[config.mk]
export PLATFORM = sky130hd
export DESIGN_NAME = axi_lite_cmd_master
export DESIGN_NICKNAME = d
export VERILOG_FILES = /design/src/rtl/axi_lite_cmd_master_pkg.sv /design/src/rtl/axi_lite_cmd_master.sv
export SDC_FILE = /design/constraint.sdc
export NUM_CORES = 1
export LEC_CHECK = 0
export BUFFER_PORTS_ARGS = -buffer_cell sky130_fd_sc_hd__buf_2
export CAP_MARGIN = 20
export CORE_MARGIN = 4
export CORE_UTILIZATION = 47
export CTS_CLUSTER_DIAMETER = 50
export CTS_CLUSTER_SIZE = 40
export DETAILED_ROUTE_END_ITERATION = 6
export PLACE_DENSITY = 0.86
export SLEW_MARGIN = 5
export SYNTH_ARGS = -nofsm -noshare
export SYNTH_HDL_FRONTEND = slang
export SYNTH_SLANG_ARGS = --single-unit
[constraint.sdc]
create_clock -name M_AXI_ACLK -period 2.4 [get_ports M_AXI_ACLK]
set_clock_uncertainty 0.05 [all_clocks]
set_input_delay 0.12 -clock M_AXI_ACLK [delete_from_list [all_inputs] [get_ports M_AXI_ACLK]]
set_output_delay 0.12 -clock M_AXI_ACLK [all_outputs]
set_load 0.02 [all_outputs]
[src/rtl/axi_lite_cmd_master_pkg.sv]
// Shared definitions for the AXI4-Lite command master: response codes,
// protection default and FSM state encoding.
package axi_lite_cmd_master_pkg;

  localparam logic [1:0] RESP_OKAY    = 2'b00;
  localparam logic [1:0] RESP_SLVERR  = 2'b10;
  localparam logic [1:0] RESP_DECERR  = 2'b11;
  // A timed-out transaction reports the same code as a decode error
  localparam logic [1:0] RESP_TIMEOUT = RESP_DECERR;

  localparam logic [2:0] PROT_DEFAULT = 3'b000;

  typedef enum logic [2:0] {
    ST_IDLE  = 3'd0,
    ST_WR    = 3'd1,
    ST_WR_B  = 3'd2,
    ST_RD_AR = 3'd3,
    ST_RD_R  = 3'd4,
    ST_RSP   = 3'd5
  } state_e;

endpackage

[src/rtl/axi_lite_cmd_master.sv]
// AXI4-Lite initiator: one register command in, one AXI4-Lite transaction out,
// one response back. Every output is a flop; a hung slave is cut off by a timeout.
module axi_lite_cmd_master
  import axi_lite_cmd_master_pkg::*;
#(
  parameter int unsigned C_M_AXI_ADDR_WIDTH = 5,
  parameter int unsigned C_M_AXI_DATA_WIDTH = 32,
  parameter int unsigned TIMEOUT_CYCLES     = 1024
) (
  input  logic                              M_AXI_ACLK,
  input  logic                              M_AXI_ARESETN,
  input  logic                              cmd_valid,
  output logic                              cmd_ready,
  input  logic                              cmd_write,
  input  logic [C_M_AXI_ADDR_WIDTH-1:0]     cmd_addr,
  input  logic [C_M_AXI_DATA_WIDTH-1:0]     cmd_wdata,
  input  logic [C_M_AXI_DATA_WIDTH/8-1:0]   cmd_wstrb,
  output logic                              rsp_valid,
  input  logic                              rsp_ready,
  output logic [C_M_AXI_DATA_WIDTH-1:0]     rsp_rdata,
  output logic [1:0]                        rsp_resp,
  output logic                              rsp_timeout,
  output logic [C_M_AXI_ADDR_WIDTH-1:0]     M_AXI_AWADDR,
  output logic [2:0]                        M_AXI_AWPROT,
  output logic                              M_AXI_AWVALID,
  input  logic                              M_AXI_AWREADY,
  output logic [C_M_AXI_DATA_WIDTH-1:0]     M_AXI_WDATA,
  output logic [C_M_AXI_DATA_WIDTH/8-1:0]   M_AXI_WSTRB,
  output logic                              M_AXI_WVALID,
  input  logic                              M_AXI_WREADY,
  input  logic [1:0]                        M_AXI_BRESP,
  input  logic                              M_AXI_BVALID,
  output logic                              M_AXI_BREADY,
  output logic [C_M_AXI_ADDR_WIDTH-1:0]     M_AXI_ARADDR,
  output logic [2:0]                        M_AXI_ARPROT,
  output logic                              M_AXI_ARVALID,
  input  logic                              M_AXI_ARREADY,
  input  logic [C_M_AXI_DATA_WIDTH-1:0]     M_AXI_RDATA,
  input  logic [1:0]                        M_AXI_RRESP,
  input  logic                              M_AXI_RVALID,
  output logic                              M_AXI_RREADY
);

  localparam int unsigned AW    = C_M_AXI_ADDR_WIDTH;
  localparam int unsigned DW    = C_M_AXI_DATA_WIDTH;
  localparam int unsigned SW    = C_M_AXI_DATA_WIDTH / 8;
  localparam int unsigned CNT_W = (TIMEOUT_CYCLES == 0) ? 1 : $clog2(TIMEOUT_CYCLES + 1);
  localparam logic [CNT_W-1:0] CNT_MAX  = '1;
  localparam logic [CNT_W-1:0] TMO_LAST = CNT_W'(TIMEOUT_CYCLES - 1);

  state_e           state_q, state_d;
  logic [CNT_W-1:0] tmo_cnt_q;
  logic             busy, tmo_hit, aw_done, w_done, cmd_hs;

  logic          cmd_ready_d, rsp_valid_d, rsp_timeout_d;
  logic [DW-1:0] rsp_rdata_d, wdata_d;
  logic [1:0]    rsp_resp_d;
  logic [AW-1:0] awaddr_d, araddr_d;
  logic [SW-1:0] wstrb_d;
  logic          awvalid_d, wvalid_d, bready_d, arvalid_d, rready_d;

  assign M_AXI_AWPROT = PROT_DEFAULT;
  assign M_AXI_ARPROT = PROT_DEFAULT;

  assign busy    = (state_q == ST_WR) || (state_q == ST_WR_B) ||
                   (state_q == ST_RD_AR) || (state_q == ST_RD_R);
  assign tmo_hit = (TIMEOUT_CYCLES != 0) && busy && (tmo_cnt_q == TMO_LAST);
  // A channel counts as done once its VALID has dropped or is handshaking now
  assign aw_done = !M_AXI_AWVALID || M_AXI_AWREADY;
  assign w_done  = !M_AXI_WVALID || M_AXI_WREADY;
  assign cmd_hs  = cmd_valid && cmd_ready;

  // State register and saturating timeout counter
  always_ff @(posedge M_AXI_ACLK or negedge M_AXI_ARESETN) begin
    if (!M_AXI_ARESETN) begin
      state_q   <= ST_IDLE;
      tmo_cnt_q <= '0;
    end else begin
      state_q <= state_d;
      if (!busy)
        tmo_cnt_q <= '0;
      else if (tmo_cnt_q != CNT_MAX)
        tmo_cnt_q <= tmo_cnt_q + CNT_W'(1);
    end
  end

  // Next-state logic
  always_comb begin
    state_d = state_q;
    case (state_q)
      ST_IDLE:  if (cmd_hs) state_d = cmd_write ? ST_WR : ST_RD_AR;
      ST_WR:    if (aw_done && w_done) state_d = ST_WR_B;
      ST_WR_B:  if (M_AXI_BVALID && M_AXI_BREADY) state_d = ST_RSP;
      ST_RD_AR: if (M_AXI_ARVALID && M_AXI_ARREADY) state_d = ST_RD_R;
      ST_RD_R:  if (M_AXI_RVALID && M_AXI_RREADY) state_d = ST_RSP;
      ST_RSP:   if (rsp_ready) state_d = ST_IDLE;
      default:  state_d = ST_IDLE;
    endcase
    if (tmo_hit) state_d = ST_RSP;
  end

  // Next values of the registered outputs
  always_comb begin
    cmd_ready_d   = cmd_ready;
    rsp_valid_d   = rsp_valid;
    rsp_rdata_d   = rsp_rdata;
    rsp_resp_d    = rsp_resp;
    rsp_timeout_d = rsp_timeout;
    awaddr_d      = M_AXI_AWADDR;
    wdata_d       = M_AXI_WDATA;
    wstrb_d       = M_AXI_WSTRB;
    araddr_d      = M_AXI_ARADDR;
    awvalid_d     = M_AXI_AWVALID;
    wvalid_d      = M_AXI_WVALID;
    bready_d      = M_AXI_BREADY;
    arvalid_d     = M_AXI_ARVALID;
    rready_d      = M_AXI_RREADY;
    case (state_q)
      ST_IDLE: begin
        cmd_ready_d = 1'b1;
        if (cmd_hs) begin
          cmd_ready_d = 1'b0;
          if (cmd_write) begin
            awaddr_d  = cmd_addr;
            wdata_d   = cmd_wdata;
            wstrb_d   = cmd_wstrb;
            awvalid_d = 1'b1;
            wvalid_d  = 1'b1;
          end else begin
            araddr_d  = cmd_addr;
            arvalid_d = 1'b1;
          end
        end
      end
      ST_WR: begin
        if (M_AXI_AWREADY) awvalid_d = 1'b0;
        if (M_AXI_WREADY)  wvalid_d  = 1'b0;
        if (aw_done && w_done) bready_d = 1'b1;
      end
      ST_WR_B: begin
        if (M_AXI_BVALID && M_AXI_BREADY) begin
          bready_d      = 1'b0;
          rsp_valid_d   = 1'b1;
          rsp_rdata_d   = '0;
          rsp_resp_d    = M_AXI_BRESP;
          rsp_timeout_d = 1'b0;
        end
      end
      ST_RD_AR: begin
        if (M_AXI_ARVALID && M_AXI_ARREADY) begin
          arvalid_d = 1'b0;
          rready_d  = 1'b1;
        end
      end
      ST_RD_R: begin
        if (M_AXI_RVALID && M_AXI_RREADY) begin
          rready_d      = 1'b0;
          rsp_valid_d   = 1'b1;
          rsp_rdata_d   = M_AXI_RDATA;
          rsp_resp_d    = M_AXI_RRESP;
          rsp_timeout_d = 1'b0;
        end
      end
      ST_RSP: begin
        if (rsp_ready) begin
          rsp_valid_d = 1'b0;
          cmd_ready_d = 1'b1;
        end
      end
      default: ;
    endcase
    // Hung slave: abandon every channel and report the timeout
    if (tmo_hit) begin
      awvalid_d     = 1'b0;
      wvalid_d      = 1'b0;
      bready_d      = 1'b0;
      arvalid_d     = 1'b0;
      rready_d      = 1'b0;
      rsp_valid_d   = 1'b1;
      rsp_rdata_d   = '0;
      rsp_resp_d    = RESP_TIMEOUT;
      rsp_timeout_d = 1'b1;
    end
  end

  // Output registers
  always_ff @(posedge M_AXI_ACLK or negedge M_AXI_ARESETN) begin
    if (!M_AXI_ARESETN) begin
      cmd_ready     <= 1'b0;
      rsp_valid     <= 1'b0;
      rsp_rdata     <= '0;
      rsp_resp      <= '0;
      rsp_timeout   <= 1'b0;
      M_AXI_AWADDR  <= '0;
      M_AXI_WDATA   <= '0;
      M_AXI_WSTRB   <= '0;
      M_AXI_ARADDR  <= '0;
      M_AXI_AWVALID <= 1'b0;
      M_AXI_WVALID  <= 1'b0;
      M_AXI_BREADY  <= 1'b0;
      M_AXI_ARVALID <= 1'b0;
      M_AXI_RREADY  <= 1'b0;
    end else begin
      cmd_ready     <= cmd_ready_d;
      rsp_valid     <= rsp_valid_d;
      rsp_rdata     <= rsp_rdata_d;
      rsp_resp      <= rsp_resp_d;
      rsp_timeout   <= rsp_timeout_d;
      M_AXI_AWADDR  <= awaddr_d;
      M_AXI_WDATA   <= wdata_d;
      M_AXI_WSTRB   <= wstrb_d;
      M_AXI_ARADDR  <= araddr_d;
      M_AXI_AWVALID <= awvalid_d;
      M_AXI_WVALID  <= wvalid_d;
      M_AXI_BREADY  <= bready_d;
      M_AXI_ARVALID <= arvalid_d;
      M_AXI_RREADY  <= rready_d;
    end
  end

endmodule

==> qor.csv <==
metric,value,unit
dp.cells,594,
netlist-cell-type-count,44,
synth_edf_count,0,
clock-sinks,102,
synth_top_area_cell,dfrtp_1,
outcome,"complete, no violations",
cp_top_family,simple AND/OR/NAND/NOR gates,
yosysWarningCount,0,
synth_common_cells,"dfrtp_1 (102), mux2_2 (46), a22o_1 (33), nand2_1 (19), nor2_1 (12)",
drc,0,
post-route-period-util,0.914,
gr-total-overflow,0,
power.density,1200,nW/µm²
clkPwrFrac,0.167,
wl_per_cell,17.1,µm
root_buffer,clkbuf_8,
dpl.hpwl,7410,µm
avgSynthCellArea,13.2,µm²
diodes,0,
drv_cap,0,
startpoint_type,flop,
slowest_stage,or4_1,
path_depth,6,
routed_via_density,5.25,
tightest_slew,680,ps
endpoint_kind,flop,
drt_wl_total,11800,µm
synth_top_area_frac,0.613,
drive_above_1_share,0.446,
hold_viol,0,
setup_slack,206,ps
crit_type,reg -> reg,
boundaryPins,181,
p_leak,3.18,nW
ant_nets,0,
gp_congestion,0.910,
grt_setup_unrepaired,no,
die-height,102,µm
first_pass_iters,4,
fp.dieW,102,µm
hold_path.class,in -> reg,
clk_pin_slew,100,ps
start_util,0.480,
grt_pass1_wl,18600,µm
syn-instance-count,316,
slew_headroom,0.546,
synth_area_leaders,"dfrtp_1 (61%), mux2_2 (12%), a22o_1 (6.9%), nand2_1 (1.7%), buf_4 (1.6%)",
h-tree-depth,3,
dieArea,10400,µm²
instances_no_fill,687,
seq_area_frac_synth,0.613,
grt_usage,0.226,
cts_tree,done,
rr_worst_depth,6,
rows,34,
yosysMostFrequentCell,dfrtp_1,
place_ws,-128,ps
core_region_area,8680,µm²
worst-path-buf-inv,1,
finalWorstPathRequiredPeriod,2190,ps
ys.flop_type,dfrtp_1,
combPwrFrac,0.446,
clk_latency,350,ps
nets,662,
synthArstFlopShare,1.00,
crit_fanout,5,
syn_area,4160,µm²
crit_chain,"ha_1, nand3_1, buf_4, or4_1, a221o_1, a22oi_1",
area_growth,49.4,%
grt_pass1_vias,3833,
grt_max_degree,103,
cts_setup_buffers,0,
finalSetupViolCount,0,
cp_slowest_stage_delay,440,ps
internal_power,4.44,mW
cp.required,2610,ps
grt_antenna_before_repair,1,
cts_made_buffers,9,
critPathArrivalTime,2400,ps
switchingPower,2.99,mW
drt-initial-drc-count,114,
io_buffers,174,
holdPathStages,4,
pwr-share-seq,0.387,
ir_drop,0.755,mV
fmax,456,MHz
via_count,3606,
sw_frac_of_total,0.403,
slew_viol_final,0,
clk_path_buf_depth,2,
ys_ff_latch,102,
-- kinds of logic after synthesis --
group | Yosys count | share of synthesized area
xor+xnor | 7 | 0.0147
simple gates | 66 | 0.0836
mux | 48 | 0.129
other cells | 1 | 0.000901
fa+ha+maj | 1 | 0.00301
compound gates | 65 | 0.123
buf+inv | 26 | 0.0325
flops | 102 | 0.613
-- registers in the layout, indices dropped and copies added, names as in the netlist --
name,count
M_AXI_BREADY,1
tmo_cnt_q,11
rsp_rdata,32
rsp_resp,2
M_AXI_AWADDR,5
M_AXI_WDATA,32
rsp_valid,1
M_AXI_AWVALID,1
M_AXI_ARADDR,5
cmd_ready,1
state_q,3
M_AXI_RREADY,1
rsp_timeout,1
M_AXI_WVALID,1
M_AXI_ARVALID,1
M_AXI_WSTRB,4
-- final timing paths --
| kind | start | to | slack, ps |
|---|---|---|---|
| setup / recovery | tmo_cnt_q[0] | state_q[1] | 210 |
| hold / removal | M_AXI_RVALID | M_AXI_RREADY | 30 |
| setup reg to reg | tmo_cnt_q[0] | state_q[1] | 210 |
| hold reg to reg | rsp_timeout | rsp_timeout | 460 |
| max in group asynchronous | M_AXI_ARESETN | M_AXI_WDATA[19] | 1600 |
| min in group asynchronous | M_AXI_ARESETN | rsp_resp[1] | 310 |
-- final cells by class --
cell class / instances / area, µm²
Timing Repair Buffer: 264 / 1770
Clock buffer: 9 / 124
Sequential cell: 102 / 2550
Multi-Input combinational cell: 193 / 1500
Tap cell: 108 / 135
Fill cell: 573 / 2460
Clock inverter: 7 / 113
Inverter: 4 / 15.0
-- per-layer routing --
| metal | part of all wire | global-route usage |
|---|---|---|
| met5 | 0.0011 | 0 |
| met4 | 0.018 | 0.0757 |
| met3 | 0.095 | 0.0662 |
| met2 | 0.48 | 0.379 |
| met1 | 0.40 | 0.282 |
-- stage by stage --
stage / hold WS, ps / power (mW) / setup TNS (ps) / utilization / area [µm²]
after floorplan: -226 / 4.86 / 0 / - / 4180
after global placement: 168 / 5.92 / -48.0 / 0.598 / 5190
final: 33.5 / 7.43 / 0 / 0.716 / 6220
after CTS: 12.3 / 7.42 / 0 / 0.716 / 6220
after global routing: 33.5 / 7.86 / 0 / 0.716 / 6220
after detailed placement: 178 / 6.07 / -3240 / 0.600 / 5200
-- repair_timing --
action / 4_1_cts / 5_1_grt
hold endpoints to repair: 183 / 0
hold buffers: 77 / 0
gates resized for setup: 1 / 0
endpoints found under the setup margin: 32 / 0
-- worst reg2reg max path, stage by stage, from the launching register on --
cell and delay (ps):
dfrtp_1 420, ha_1 250, nand3_1 190, buf_4 200
or4_1 440, a221o_1 360, a22oi_1 210
-- placed cells by master, fill, tap and decap left out, types with 3 or more instances in the layout --
| cell type | count |
|---|---|
| a21oi_1 | 8 |
| nand2_1 | 19 |
| nand3_1 | 8 |
| dlygate4sd3_1 | 77 |
| xnor2_1 | 4 |
| a22o_1 | 33 |
| nand4_1 | 4 |
| inv_1 | 3 |
| buf_4 | 11 |
| dfrtp_1 | 102 |
| a31oi_1 | 8 |
| buf_2 | 173 |
| nor2b_1 | 3 |
| clkbuf_8 | 9 |
| xor2_1 | 3 |
| nor3_1 | 8 |
| conb_1 | 6 |
| mux2_2 | 46 |
| nor2_1 | 11 |
-- power by group through the flow --
stage / combinational (mW) / sequential, mW / clock (mW)
after floorplan: 1.25 / 3.61 / 0
after global placement: 3.08 / 2.84 / 0
after detailed placement: 3.19 / 2.87 / 0
after CTS: 3.30 / 2.85 / 1.27
after global routing: 3.56 / 2.95 / 1.34
final: 3.31 / 2.87 / 1.24
(Power assumes the default switching activity.)
